File: src/rtl/aes_spi8_rx_if.sv
`timescale 1ns/1ps
// Block output channel of the AES SPI receiver: 128-bit payload with a valid/ready handshake.
interface aes_spi8_rx_if;
  logic [127:0] blk_data;
  logic         blk_valid;
  logic         blk_ready;

  modport master (output blk_data, output blk_valid, input blk_ready);
  modport slave  (input blk_data, input blk_valid, output blk_ready);
endinterface

File: src/rtl/aes_spi8_rx.sv
`timescale 1ns/1ps
// 8-lane parallel SPI receiver: packs 16 bytes per frame into a 128-bit block and queues it in a FIFO.
// Defining AES_SPI8_RX_TIMEOUT_EN aborts a frame after TIMEOUT_CYC idle clk cycles mid-frame.
module aes_spi8_rx #(
  parameter int FIFO_DEPTH  = 4,
  parameter int TIMEOUT_CYC = 1024
) (
  input  logic          clk,
  input  logic          resetn,
  input  logic [7:0]    spi_data,
  input  logic          spi_clk,
  input  logic          spi_cs_n,
  aes_spi8_rx_if.master blk,
  output logic          rx_busy,
  output logic          frame_err,
  output logic          overflow,
  input  logic          err_clr
);
  localparam int AW = $clog2(FIFO_DEPTH);

  typedef enum logic [1:0] {ST_IDLE, ST_RECV, ST_COMMIT, ST_ABORT} state_e;

  if (FIFO_DEPTH < 2 || (FIFO_DEPTH & (FIFO_DEPTH - 1)) != 0) begin : g_bad_depth
    $error("FIFO_DEPTH must be a power of 2 and at least 2");
  end
  if (TIMEOUT_CYC < 1) begin : g_bad_timeout
    $error("TIMEOUT_CYC must be at least 1");
  end

  // Input synchronizers; the third stage keeps data aligned with the registered edge pulses.
  logic [7:0] data_s1_q, data_s2_q, data_s3_q;
  logic       clk_s1_q, clk_s2_q, clk_s3_q;
  logic       cs_s1_q, cs_s2_q, cs_s3_q;
  logic       clk_rise_q, cs_rise_q, cs_fall_q;

  always_ff @(posedge clk or negedge resetn) begin
    if (!resetn) begin
      data_s1_q  <= '0;
      data_s2_q  <= '0;
      data_s3_q  <= '0;
      clk_s1_q   <= 1'b0;
      clk_s2_q   <= 1'b0;
      clk_s3_q   <= 1'b0;
      cs_s1_q    <= 1'b1;
      cs_s2_q    <= 1'b1;
      cs_s3_q    <= 1'b1;
      clk_rise_q <= 1'b0;
      cs_rise_q  <= 1'b0;
      cs_fall_q  <= 1'b0;
    end else begin
      // NOTE: non-blocking assignments make every stage see the previous value, forming a real pipeline.
      data_s1_q  <= spi_data;
      data_s2_q  <= data_s1_q;
      data_s3_q  <= data_s2_q;
      clk_s1_q   <= spi_clk;
      clk_s2_q   <= clk_s1_q;
      clk_s3_q   <= clk_s2_q;
      cs_s1_q    <= spi_cs_n;
      cs_s2_q    <= cs_s1_q;
      cs_s3_q    <= cs_s2_q;
      clk_rise_q <= clk_s2_q & ~clk_s3_q;
      cs_rise_q  <= cs_s2_q & ~cs_s3_q;
      cs_fall_q  <= ~cs_s2_q & cs_s3_q;
    end
  end

  state_e       state_q, state_d;
  logic [4:0]   cnt_q, cnt_d;
  logic [127:0] shreg_q, shreg_d;
  logic         ferr_q, ferr_d, ovf_q, ovf_d;
  logic         commit, ferr_set, ovf_set, timeout;

  logic [AW:0]  wr_ptr_q, rd_ptr_q;
  logic [127:0] mem_q [FIFO_DEPTH];
  logic         fifo_empty, fifo_full, push, pop;

`ifdef AES_SPI8_RX_TIMEOUT_EN
  localparam int TW = $clog2(TIMEOUT_CYC + 1);
  logic [TW-1:0] idle_cnt_q;

  assign timeout = (idle_cnt_q == TW'(TIMEOUT_CYC));

  always_ff @(posedge clk or negedge resetn) begin
    if (!resetn) begin
      idle_cnt_q <= '0;
    end else if (state_q != ST_RECV || clk_rise_q) begin
      idle_cnt_q <= '0;
    end else if (!timeout) begin
      idle_cnt_q <= idle_cnt_q + TW'(1);
    end
  end
`else
  assign timeout = 1'b0;
`endif

  always_comb begin
    // NOTE: every comb output gets a default first so no path can infer a latch.
    state_d  = state_q;
    cnt_d    = cnt_q;
    shreg_d  = shreg_q;
    commit   = 1'b0;
    ferr_set = 1'b0;
    unique case (state_q)
      ST_IDLE: begin
        if (cs_fall_q) begin
          state_d = ST_RECV;
          cnt_d   = '0;
        end
      end
      ST_RECV: begin
        if (clk_rise_q && cnt_q == 5'd16) begin
          state_d  = ST_ABORT;
          ferr_set = 1'b1;
        end else begin
          // A strobe coinciding with cs_n rising is captured before the frame is judged.
          if (clk_rise_q) begin
            shreg_d = {shreg_q[119:0], data_s3_q};
            cnt_d   = cnt_q + 5'd1;
          end
          if (cs_rise_q) begin
            if (cnt_d == 5'd16) begin
              state_d = ST_COMMIT;
            end else begin
              state_d  = ST_IDLE;
              ferr_set = 1'b1;
            end
          end else if (timeout && !clk_rise_q) begin
            state_d  = ST_ABORT;
            ferr_set = 1'b1;
          end
        end
      end
      ST_COMMIT: begin
        commit  = 1'b1;
        state_d = ST_IDLE;
      end
      ST_ABORT: begin
        if (cs_s3_q) state_d = ST_IDLE;
      end
      default: state_d = ST_IDLE;
    endcase
  end

  assign fifo_empty = (wr_ptr_q == rd_ptr_q);
  assign fifo_full  = (wr_ptr_q[AW] != rd_ptr_q[AW]) && (wr_ptr_q[AW-1:0] == rd_ptr_q[AW-1:0]);
  assign pop        = !fifo_empty && blk.blk_ready;
  assign push       = commit && (!fifo_full || pop);
  assign ovf_set    = commit && !push;

  // A set event in the same cycle as err_clr keeps the flag high.
  assign ferr_d = ferr_set | (ferr_q & ~err_clr);
  assign ovf_d  = ovf_set | (ovf_q & ~err_clr);

  always_ff @(posedge clk or negedge resetn) begin
    if (!resetn) begin
      state_q  <= ST_IDLE;
      cnt_q    <= '0;
      shreg_q  <= '0;
      ferr_q   <= 1'b0;
      ovf_q    <= 1'b0;
      wr_ptr_q <= '0;
      rd_ptr_q <= '0;
    end else begin
      state_q  <= state_d;
      cnt_q    <= cnt_d;
      shreg_q  <= shreg_d;
      ferr_q   <= ferr_d;
      ovf_q    <= ovf_d;
      if (push) wr_ptr_q <= wr_ptr_q + 1'b1;
      if (pop)  rd_ptr_q <= rd_ptr_q + 1'b1;
    end
  end

  // NOTE: the storage array has no reset; the pointers define which entries are live.
  always_ff @(posedge clk) begin
    if (push) mem_q[wr_ptr_q[AW-1:0]] <= shreg_q;
  end

  assign blk.blk_valid = !fifo_empty;
  assign blk.blk_data  = fifo_empty ? '0 : mem_q[rd_ptr_q[AW-1:0]];
  assign rx_busy       = (state_q != ST_IDLE);
  assign frame_err     = ferr_q;
  assign overflow      = ovf_q;
endmodule

File: src/flat_wrapper.sv
// flat-port wrapper written by rule: the top's interface ports become plain ports
module aes_spi8_rx_flat 
#(
  parameter int FIFO_DEPTH  = 4,
  parameter int TIMEOUT_CYC = 1024
)
  (clk, resetn, spi_data, spi_clk, spi_cs_n, rx_busy, frame_err, overflow, err_clr, blk_blk_data, blk_blk_valid, blk_blk_ready);
  aes_spi8_rx_if blk_i ();
  input  logic clk;
  input  logic resetn;
  input  logic [7:0] spi_data;
  input  logic spi_clk;
  input  logic spi_cs_n;
  output logic rx_busy;
  output logic frame_err;
  output logic overflow;
  input  logic err_clr;
  output wire logic [$bits(blk_i.blk_data)-1:0] blk_blk_data;
  output wire logic [$bits(blk_i.blk_valid)-1:0] blk_blk_valid;
  input wire logic [$bits(blk_i.blk_ready)-1:0] blk_blk_ready;
  assign blk_blk_data = blk_i.blk_data;
  assign blk_blk_valid = blk_i.blk_valid;
  assign blk_i.blk_ready = blk_blk_ready;
  aes_spi8_rx #(.FIFO_DEPTH(FIFO_DEPTH), .TIMEOUT_CYC(TIMEOUT_CYC)) u_core (.clk(clk), .resetn(resetn), .spi_data(spi_data), .spi_clk(spi_clk), .spi_cs_n(spi_cs_n), .blk(blk_i), .rx_busy(rx_busy), .frame_err(frame_err), .overflow(overflow), .err_clr(err_clr));
endmodule
File: config.mk
export PLATFORM = sky130hd
export DESIGN_NAME = aes_spi8_rx_flat
export DESIGN_NICKNAME = d
export VERILOG_FILES = /design/src/rtl/aes_spi8_rx_if.sv /design/src/rtl/aes_spi8_rx.sv /design/src/flat_wrapper.sv
export SDC_FILE = /design/constraint.sdc
export NUM_CORES = 1
export LEC_CHECK = 0
export BUFFER_PORTS_ARGS = -buffer_cell sky130_fd_sc_hd__buf_2
export CORE_MARGIN = 4
export CORE_UTILIZATION = 55
export CTS_BUF_LIST = sky130_fd_sc_hd__clkbuf_4
export CTS_CLUSTER_DIAMETER = 40
export DETAILED_ROUTE_END_ITERATION = 8
export PLACE_DENSITY = 0.73
export SKIP_CTS_REPAIR_TIMING = 1
export SLEW_MARGIN = 0
export SYNTH_ARGS = -nofsm -noshare
export SYNTH_HDL_FRONTEND = slang
export SYNTH_SLANG_ARGS = --single-unit
export TNS_END_PERCENT = 50
File: constraint.sdc
create_clock -name clk -period 4.2 [get_ports clk]
set_input_delay 0.63 -clock clk [delete_from_list [all_inputs] [get_ports clk]]
set_output_delay 0.63 -clock clk [all_outputs]
set_load 0.03 [all_outputs]
==> results of run 1 <==
==> cells in the final DEF (no fill, tap or decap), drive strengths merged, types with 2 or more instances in the layout <==
cell | netlist | layout
and2 | 132 | 132
clkbuf | 24 | 247
nor2b | 5 | 5
dfrtp | 173 | 173
xnor2 | 6 | 6
clkinv | 0 | 47
inv | 9 | 12
bufinv | 0 | 5
a22o | 4 | 4
buf | 35 | 166
dfstp | 3 | 3
mux2 | 129 | 129
o22ai | 2 | 2
nand3 | 3 | 3
edfxtp | 512 | 512
ha | 7 | 7
diode | 0 | 3
nand4 | 4 | 4
xor2 | 4 | 4
nand2 | 9 | 9
o21ai | 6 | 6
nand2b | 2 | 2
dlygate4sd3 | 0 | 13
clkinvlp | 0 | 4
mux4 | 128 | 128
==> path summary, 6_finish.rpt <==
path | cells after the start | startpoint | slack [ps] | end
worst min-delay path | 2 | resetn | 290 | u_core.shreg_q[27]
worst min register to register | 0 | u_core.data_s1_q[4] | 340 | u_core.data_s2_q[4]
max in group asynchronous | 3 | resetn | 2900 | u_core.shreg_q[124]
worst max register to register | 4 | u_core.rd_ptr_q[0] | 1400 | u_core.mem_q[2][97]
worst max-delay path | 5 | u_core.rd_ptr_q[0] | 530 | blk_blk_data[91]
min in group clk | 2 | spi_clk | 300 | u_core.clk_s1_q
==> worst max-delay path, stage by stage, from the launching register on <==
cell	delay (ps)
dfrtp_4	700
xnor2_1	200
nand3b_1	140
buf_4	470
and2_1	290
buf_2	230
==> sequential cells by signal (all words and copies together) (netlist names) <==
register and flops:
u_core.wr_ptr_q 3, u_core.clk_s1_q 1, u_core.data_s3_q 8, u_core.state_q 2, u_core.cs_rise_q 1, u_core.clk_rise_q 1, u_core.overflow 1, u_core.frame_err 1
u_core.cs_fall_q 1, u_core.cs_s1_q 1, u_core.cs_s3_q 1, u_core.shreg_q 128, u_core.clk_s2_q 1, u_core.cnt_q 5, u_core.clk_s3_q 1, u_core.rd_ptr_q 3
u_core.cs_s2_q 1, u_core.mem_q 512, u_core.data_s1_q 8, u_core.data_s2_q 8
==> power by group through the flow <==
stage / logic (W) / registers, W / clock network [W]
3_5_place_dp: 0.000640 / 0.00859 / 0
2_1_floorplan: 0.000548 / 0.00834 / 0
5_1_grt: 0.000692 / 0.00851 / 0.00616
4_1_cts: 0.000644 / 0.00844 / 0.00575
3_3_place_gp: 0.000622 / 0.00854 / 0
6_report: 0.000644 / 0.00844 / 0.00556
==> kinds of logic after synthesis <==
kind of cell | count (synthesis) | synth area share (%)
AND/OR/NAND/NOR | 161 | 3.839
AO/OA/AOI/OAI | 19 | 0.5444
multiplexers | 257 | 17.98
flip-flops | 688 | 75.50
adder cells (fa/ha/maj) | 7 | 0.3342
buffers and inverters | 68 | 1.471
XOR/XNOR | 10 | 0.3342
==> metrics by stage <==
stage	hold WS (ps)	area [µm²]
floorplan	331.2	26210
global placement	332.1	27670
detailed placement	336.5	27670
CTS	-404.4	29910
global route	193.1	30050
finish	294.6	30050
==> per-layer routing <==
metal  wire length, µm  up-vias
met5                 0        -
met4               712        0
met3              2509       52
met2             24330      327
met1             20440     6330
li1                  -     5475
==> final cells by class <==
class	count	area (µm²)
timing repair buffer	180	1155
sequential	688	19790
clock buffer	246	1847
clock inverter	59	395.4
multi-input combinational	454	6058
fill	3203	16810
inverter	9	33.78
tap	607	759.5
antenna	3	7.507
==> out/results.txt, run 1 <==
Async SR Flop Fraction -> 25.58%
Reg clk slew, reported paths -> 70 ps
1st-iter DRT viols -> 799
# setup viols final -> 0
Row count -> 79
Psw -> 0.003282 W
Drt pass-1 iters -> 5
Layout cells sized above 1 -> 42.79%
Tmin final -> 3672 ps
Internal -> 0.01136 W
Syn Nets -> 1231
Largest net degree at the start of global routing -> 131
Sw Share -> 22.41%
Synthesized flop and latch total -> 688
Worst VDD drop -> 297.5 µV
Setup crit end kind -> output port
Met1 usage -> 26.14%
Clk Latency, worst-skew pair -> 970 ps
Logic gate share of total power -> 4.4%
Worst Setup Start Kind -> flip-flop
Post-Place Worst Slack -> 1358 ps
Root buffer selected by CTS -> clkbuf_4
CP Data Arrival Time -> 3040 ps
Die span in y -> 226.3 µm
Top FF cell, synth -> edfxtp_1
Hold Vio Cnt, Final -> 0
IO Pins -> 146
Reg power frac -> 57.6%
Remaining DRCs -> 0
Final HPWL from detailed placement -> 26680 µm
Final Cycle Share -> 87.43%
Commonest cells post-synth -> 512 x edfxtp_1, 173 x dfrtp_1, 132 x and2_1, 128 x mux4_2, 100 x mux2_4
Total grt overflow -> 0
WL/cell -> 21.37 µm
Layout area overhead -> 14.67%
Top cell type's share of synthesized area -> 58.68%
Required time worst endpoint -> 3570 ps
H-tree depth -> 4
Top post-synthesis cells by area -> edfxtp_1 59%, dfrtp_1 17%, mux4_2 11%
CTS tree -> done
Mapped Area -> 26200 µm²
ANT nets after route -> 0
Crit Path Max Fanout -> 74
Max Fclk -> 0.2723 GHz
Initial antenna violation count -> 2
Placed cell count -> 1925
CTS max path bufs -> 3
Setup_tns -> 0 ps
Die X -> 226.3 µm
Leakage -> 11.86 nW
Clock share of power -> 38.0%
Core Util, Final -> 64.13%
Die footprint -> 51200 µm²
Syn avg cell area -> 21.66 µm²
Core Area -> 46850 µm²
Unrepaired setup endpoints after global routing -> false
Tot Pwr -> 0.01465 W
Slew HR -> 42.96%
Status -> completed
Number of synthesized flops with an enable pin -> 512
Dominant cell type by area after synthesis -> edfxtp_1
Power density over cell area -> 487.5 nW/µm²
GR Util All Layers -> 19.46%
Setup Skew -> 58.63 ps
Slew Viols, Final -> 0
Post-DR vias/cell -> 5.425
NumNets Final -> 1519
GR peak layer -> met2
Post-synthesis sequential area ratio -> 75.50%
Setup ws final -> 528.1 ps
Max cap viols -> 0
GP Congestion -> 0.7107
Clock sinks -> 688
Starting Density -> 55.93%
HP Class -> input port to asynchronous set/reset pin
Distinct cell type count after synthesis -> 38
Most frequent cell after synthesis -> edfxtp_1
Actual slew at the worst max-slew pin -> 855.6 ps
Synth Instances -> 1210
M2 GR Usage -> 31.09%
Kind of critical path -> flip-flop to output port
DR vias -> 12.18k
Layout Cells excl Fill -> 2246
First-pass GRT wire length -> 74910 µm
Detailed Route WL -> 48000 µm
Met3 GRT Util -> 5.645%
Vias in the first global route -> 13.07k
IO Port Bufs -> 145
CTS buffer count -> 165
Synth warn -> 0
(Power assumes the default switching activity.)
==> run 2, diff against run 1 <==
--- a/config.mk
+++ b/config.mk
@@ -5,6 +5,7 @@
 export SDC_FILE = /design/constraint.sdc
 export NUM_CORES = 1
 export LEC_CHECK = 0
+export ABC_CLOCK_PERIOD_IN_PS = 4200
 export BUFFER_PORTS_ARGS = -buffer_cell sky130_fd_sc_hd__buf_2
 export CORE_MARGIN = 4
 export CORE_UTILIZATION = 55
@@ -12,6 +13,7 @@
 export CTS_CLUSTER_DIAMETER = 40
 export DETAILED_ROUTE_END_ITERATION = 8
 export PLACE_DENSITY = 0.73
+export RECOVER_POWER = 25
 export SKIP_CTS_REPAIR_TIMING = 1
 export SLEW_MARGIN = 0
 export SYNTH_ARGS = -nofsm -noshare
==> out/results.txt, run 2 (same netlist as run 1, synthesis figures left out) <==
NumNets Final -> 1519 (unchanged)
Kind of critical path -> flip-flop to output port (unchanged)
Die X -> 226.3 µm (unchanged)
Slew Viols, Final -> 0 (unchanged)
Power density over cell area -> 487.4 nW/µm² (was 487.5 nW/µm²)
Crit Path Max Fanout -> 74 (unchanged)
Leakage -> 11.86 nW (about the same)
ANT nets after route -> 0 (unchanged)
Unrepaired setup endpoints after global routing -> false (unchanged)
Root buffer selected by CTS -> clkbuf_4 (unchanged)
H-tree depth -> 4 (unchanged)
GP Congestion -> 0.7107 (unchanged)
Final HPWL from detailed placement -> 26680 µm (unchanged)
Worst VDD drop -> 297.5 µV (unchanged)
Worst Setup Start Kind -> flip-flop (unchanged)
Clk Latency, worst-skew pair -> 970 ps (about the same)
Total grt overflow -> 0 (unchanged)
Vias in the first global route -> 13.07k (unchanged)
Slew HR -> 42.91% (was 42.96%)
Row count -> 79 (unchanged)
WL/cell -> 21.37 µm (about the same)
Status -> completed (unchanged)
Final Cycle Share -> 87.44% (was 87.43%)
Hold Vio Cnt, Final -> 0 (unchanged)
Layout cells sized above 1 -> 42.67% (was 42.79%)
# setup viols final -> 0 (unchanged)
Largest net degree at the start of global routing -> 131 (unchanged)
GR Util All Layers -> 19.46% (unchanged)
CTS max path bufs -> 3 (unchanged)
CTS buffer count -> 165 (unchanged)
Setup Skew -> 58.71 ps (was 58.63 ps)
Max cap viols -> 0 (unchanged)
Setup crit end kind -> output port (unchanged)
Largest register FFs -> 512 (unchanged)
Clock sinks -> 688 (unchanged)
Post-Place Worst Slack -> 1358 ps (unchanged)
Layout area overhead -> 14.67% (unchanged)
1st-iter DRT viols -> 801 (was 799)
Remaining DRCs -> 0 (unchanged)
Reg clk slew, reported paths -> 70 ps (about the same)
First-pass GRT wire length -> 74910 µm (unchanged)
Setup_tns -> 0 ps (unchanged)
HP Class -> input port to asynchronous set/reset pin (unchanged)
Leading cell type in the layout, fill and taps excluded -> edfxtp_1 (unchanged)
Setup ws final -> 527.6 ps (was 528.1 ps)
CP Data Arrival Time -> 3040 ps (about the same)
Initial antenna violation count -> 2 (unchanged)
Core Area -> 46850 µm² (unchanged)
Max Fclk -> 0.2723 GHz (about the same)
Required time worst endpoint -> 3570 ps (about the same)
Most frequent cells in the layout -> 512 x edfxtp_1, 246 x clkbuf_4, 171 x dfrtp_1 (unchanged)
CTS tree -> done (unchanged)
IO Pins -> 146 (unchanged)
Tmin final -> 3672 ps (about the same)
Die footprint -> 51200 µm² (unchanged)
Actual slew at the worst max-slew pin -> 856.3 ps (was 855.6 ps)
DR vias -> 12.19k (was 12.18k)
Detailed Route WL -> 47990 µm (was 48000 µm)
Post-DR vias/cell -> 5.428 (was 5.425)
Die span in y -> 226.3 µm (unchanged)
Starting Density -> 55.93% (unchanged)
Filler instances -> 3203 (unchanged)
Drt pass-1 iters -> 5 (unchanged)
IO Port Bufs -> 145 (unchanged)
[run 2: worst paths after layout]
kind / depth (start not counted) / from / slack [ps] / endpoint
worst min register to register: 0 / u_core.data_s1_q[4] / 340 / u_core.data_s2_q[4]
min in group clk: 2 / spi_clk / 300 / u_core.clk_s1_q
max in group asynchronous: 3 / resetn / 2900 / u_core.shreg_q[124]
worst max-delay path: 5 / u_core.rd_ptr_q[0] / 530 / blk_blk_data[91]
worst min-delay path: 2 / resetn / 290 / u_core.shreg_q[27]
worst max register to register: 4 / u_core.rd_ptr_q[0] / 1400 / u_core.mem_q[2][97]
[run 2: power by group]
part	leakage [nW]	switching [W]	total, W	internal, W
Combinational	3.42	0.000202	0.000644	0.000442
Sequential	7.14	0.000529	0.00844	0.00791
Clock	1.30	0.00255	0.00556	0.00301
Total	11.9	0.00328	0.0146	0.0114
[run 2: per-stage QoR]
step / hold WS (ps) / instances / cell area [µm²] / total power, W / util, %
after floorplan: 331.2 / 1210 / 26210 / 0.008888 / -
after global placement: 332.1 / 1925 / 27670 / 0.009162 / 59.05
after detailed placement: 336.5 / 1925 / 27670 / 0.009225 / 59.05
after CTS: -404.4 / 2230 / 29910 / 0.01483 / 63.84
after global routing: 193.5 / 2246 / 30050 / 0.01536 / 64.13
final: 294.5 / 2246 / 30050 / 0.01465 / 64.13
[run 2: layout make-up]
class,count,area [µm²],area share (%)
inverter,9,33.78,0.1124
tap,607,759.5,2.528
clock inverter,59,395.4,1.316
multi-input combinational,454,6058,20.16
clock buffer,246,1847,6.146
timing repair buffer,180,1155,3.844
antenna,3,7.507,0.02499
sequential,688,19790,65.87
[run 2: worst max-delay path, cell delays in order (launching register included)]
cell and delay, ps:
dfrtp_4 700, xnor2_1 200, nand3b_1 140, buf_4 470, and2_1 290, buf_2 230
[run 2: per-layer routing]
| layer | GRT usage [%] | share of wire [%] | routed length, µm | vias up |
|---|---|---|---|---|
| met1 | 26.14 | 43 | 20430 | 6337 |
| met4 | 6.932 | 1.5 | 712 | 0 |
| met5 | 0 | 0 | 0 | - |
| met2 | 31.09 | 51 | 24330 | 329 |
| li1 | - | - | - | 5474 |
| met3 | 5.645 | 5.2 | 2516 | 52 |
==> run 3, diff against run 2 <==
--- a/config.mk
+++ b/config.mk
@@ -5,14 +5,14 @@
 export SDC_FILE = /design/constraint.sdc
 export NUM_CORES = 1
 export LEC_CHECK = 0
-export ABC_CLOCK_PERIOD_IN_PS = 4200
+export ABC_CLOCK_PERIOD_IN_PS = 4500
 export BUFFER_PORTS_ARGS = -buffer_cell sky130_fd_sc_hd__buf_2
 export CORE_MARGIN = 4
 export CORE_UTILIZATION = 55
 export CTS_BUF_LIST = sky130_fd_sc_hd__clkbuf_4
 export CTS_CLUSTER_DIAMETER = 40
 export DETAILED_ROUTE_END_ITERATION = 8
-export PLACE_DENSITY = 0.73
+export PLACE_DENSITY = 0.7
 export RECOVER_POWER = 25
 export SKIP_CTS_REPAIR_TIMING = 1
 export SLEW_MARGIN = 0
==> constraint.sdc (replaced) <==
create_clock -name clk -period 4.5 [get_ports clk]
set_input_delay 0.675 -clock clk [delete_from_list [all_inputs] [get_ports clk]]
set_output_delay 0.675 -clock clk [all_outputs]
set_load 0.03 [all_outputs]
==> out/results.txt, run 3 (same netlist as run 1, synthesis figures left out) <==
NumNets Final -> 1527 (was 1519)
CP Data Arrival Time -> 3160 ps (was 3040 ps)
Leading cell type in the layout, fill and taps excluded -> edfxtp_1 (unchanged)
Reg power frac -> 57.1% (was 57.6%)
CTS tree -> done (unchanged)
Die span in y -> 226.3 µm (unchanged)
Drt pass-1 iters -> 5 (unchanged)
Core Util, Final -> 64.37% (was 64.13%)
Hold path cells -> 0
Layout cells sized above 1 -> 44.76% (was 42.67%)
IO Pins -> 146 (unchanged)
Clk Latency, worst-skew pair -> 950 ps (was 970 ps)
DR vias -> 12.40k (was 12.19k)
Slew Viols, Final -> 0 (unchanged)
Layout area overhead -> 15.10% (was 14.67%)
M1 WL -> 21780 µm (was 20430 µm)
H-tree depth -> 4 (unchanged)
Tot Pwr -> 0.01384 W (was 0.01465 W)
Largest register FFs -> 512 (unchanged)
Clock share of power -> 38.6% (was 38.0%)
Reg clk slew, reported paths -> 70 ps (about the same)
Setup crit end kind -> output port (unchanged)
# setup viols final -> 0 (unchanged)
Crit Path Max Fanout -> 39 (was 74)
Logic gate share of total power -> 4.3% (was 4.4%)
Total grt overflow -> 0 (unchanged)
Status -> completed (unchanged)
First-pass GRT wire length -> 77960 µm (was 74910 µm)
Power density over cell area -> 459.1 nW/µm² (was 487.4 nW/µm²)
Post-DR vias/cell -> 5.510 (was 5.428)
Unrepaired setup endpoints after global routing -> false (unchanged)
Met3 WL -> 2874 µm (was 2516 µm)
Root buffer selected by CTS -> clkbuf_4 (unchanged)
WL/cell -> 22.19 µm (was 21.37 µm)
WHS -> 344.4 ps (was 294.5 ps)
Vias in the first global route -> 13.34k (was 13.07k)
IO Port Bufs -> 145 (unchanged)
Top Layer Used -> met5 (was met4)
Setup Skew -> 62.39 ps (was 58.71 ps)
Die X -> 226.3 µm (unchanged)
Kind of critical path -> flip-flop to output port (unchanged)
Final Cycle Share -> 85.28%
Initial antenna violation count -> 3 (was 2)
Total length of routed met2 wires -> 24370 µm (was 24330 µm)
Most frequent cells in the layout -> 512 x edfxtp_1, 282 x clkbuf_4, 171 x dfrtp_1 (was 512 x edfxtp_1, 246 x clkbuf_4, 171 x dfrtp_1)
Final HPWL from detailed placement -> 27810 µm (was 26680 µm)
Psw -> 0.003063 W (was 0.003282 W)
1st-iter DRT viols -> 903 (was 801)
Largest net degree at the start of global routing -> 100 (was 131)
Die footprint -> 51200 µm² (unchanged)
Remaining DRCs -> 0 (unchanged)
Worst VDD drop -> 236.3 µV (was 297.5 µV)
Tmin final -> 3838 ps
Sw Share -> 22.12% (was 22.41%)
Slew HR -> 34.14% (was 42.91%)
GR Util All Layers -> 20.40% (was 19.46%)
Core Area -> 46850 µm² (unchanged)
CTS max path bufs -> 3 (unchanged)
Leakage -> 11.96 nW (was 11.86 nW)
CTS buffer count -> 170 (was 165)
Hold Vio Cnt, Final -> 0 (unchanged)
Starting Density -> 55.93% (unchanged)
Max Fclk -> 0.2606 GHz
GP Congestion -> 0.7161 (was 0.7107)
ANT nets after route -> 0 (unchanged)
Actual slew at the worst max-slew pin -> 987.9 ps (was 856.3 ps)
Worst Setup Start Kind -> flip-flop (unchanged)
Row count -> 79 (unchanged)
Clock sinks -> 688 (unchanged)
Internal -> 0.01078 W (was 0.01136 W)
Setup_tns -> 0 ps (unchanged)
Path depth of the worst reg2reg path -> 4 (unchanged)
Detailed Route WL -> 49930 µm (was 47990 µm)
HP Class -> flip-flop to flip-flop (was input port to asynchronous set/reset pin)
Max cap viols -> 0 (unchanged)
Required time worst endpoint -> 3830 ps (was 3570 ps)
[run 3: worst max-delay path, cell delays in order (launching register included)]
cell and delay, ps:
dfrtp_4 760, buf_4 610, mux4_2 440, and2_1 180, buf_2 180
[run 3: metrics by stage]
stage                     cell area [µm²]  setup slack, ps  std cells
after global routing                30160            400.2       2250
after detailed placement            27710             1590       1928
after global placement              27710             1587       1928
after CTS                           30030            454.2       2236
final                               30160            662.2       2250
after floorplan                     26200            30.04       1210
[run 3: layout make-up]
class                           count  area, µm²
Inverter                            9      33.78
Sequential cell                   688      19790
Antenna cell                        1      2.502
Clock inverter                     26      195.2
Fill cell                        3229      16690
Clock buffer                      282       2117
Tap cell                          607      759.5
Multi-Input combinational cell    454       6058
Timing Repair Buffer              183       1202
[run 3: metal layers]
| layer | up-vias | track usage, % |
|---|---|---|
| met4 | 2 | 7.129 |
| met5 | - | 0 |
| li1 | 5487 | - |
| met2 | 373 | 31.49 |
| met1 | 6467 | 28.19 |
| met3 | 68 | 6.331 |
[run 3: power by group through the flow]
stage / Sequential [W] / Combinational (W) / Clock (W)
after floorplan: 0.00778 / 0.000512 / 0
after detailed placement: 0.00803 / 0.000597 / 0
final: 0.00790 / 0.000600 / 0.00534
after global placement: 0.00800 / 0.000579 / 0
after global routing: 0.00796 / 0.000648 / 0.00590
after CTS: 0.00790 / 0.000600 / 0.00552
[run 3: worst paths after layout]
check / slack (ps) / from / to
min in group asynchronous: 400 / resetn / u_core.clk_s1_q
min reg2reg: 340 / u_core.data_s2_q[1] / u_core.data_s3_q[1]
max: 660 / u_core.rd_ptr_q[1] / blk_blk_data[86]
min: 340 / u_core.data_s2_q[1] / u_core.data_s3_q[1]
max reg2reg: 1640 / u_core.rd_ptr_q[1] / u_core.mem_q[2][31]
max in group asynchronous: 3060 / resetn / u_core.shreg_q[28]
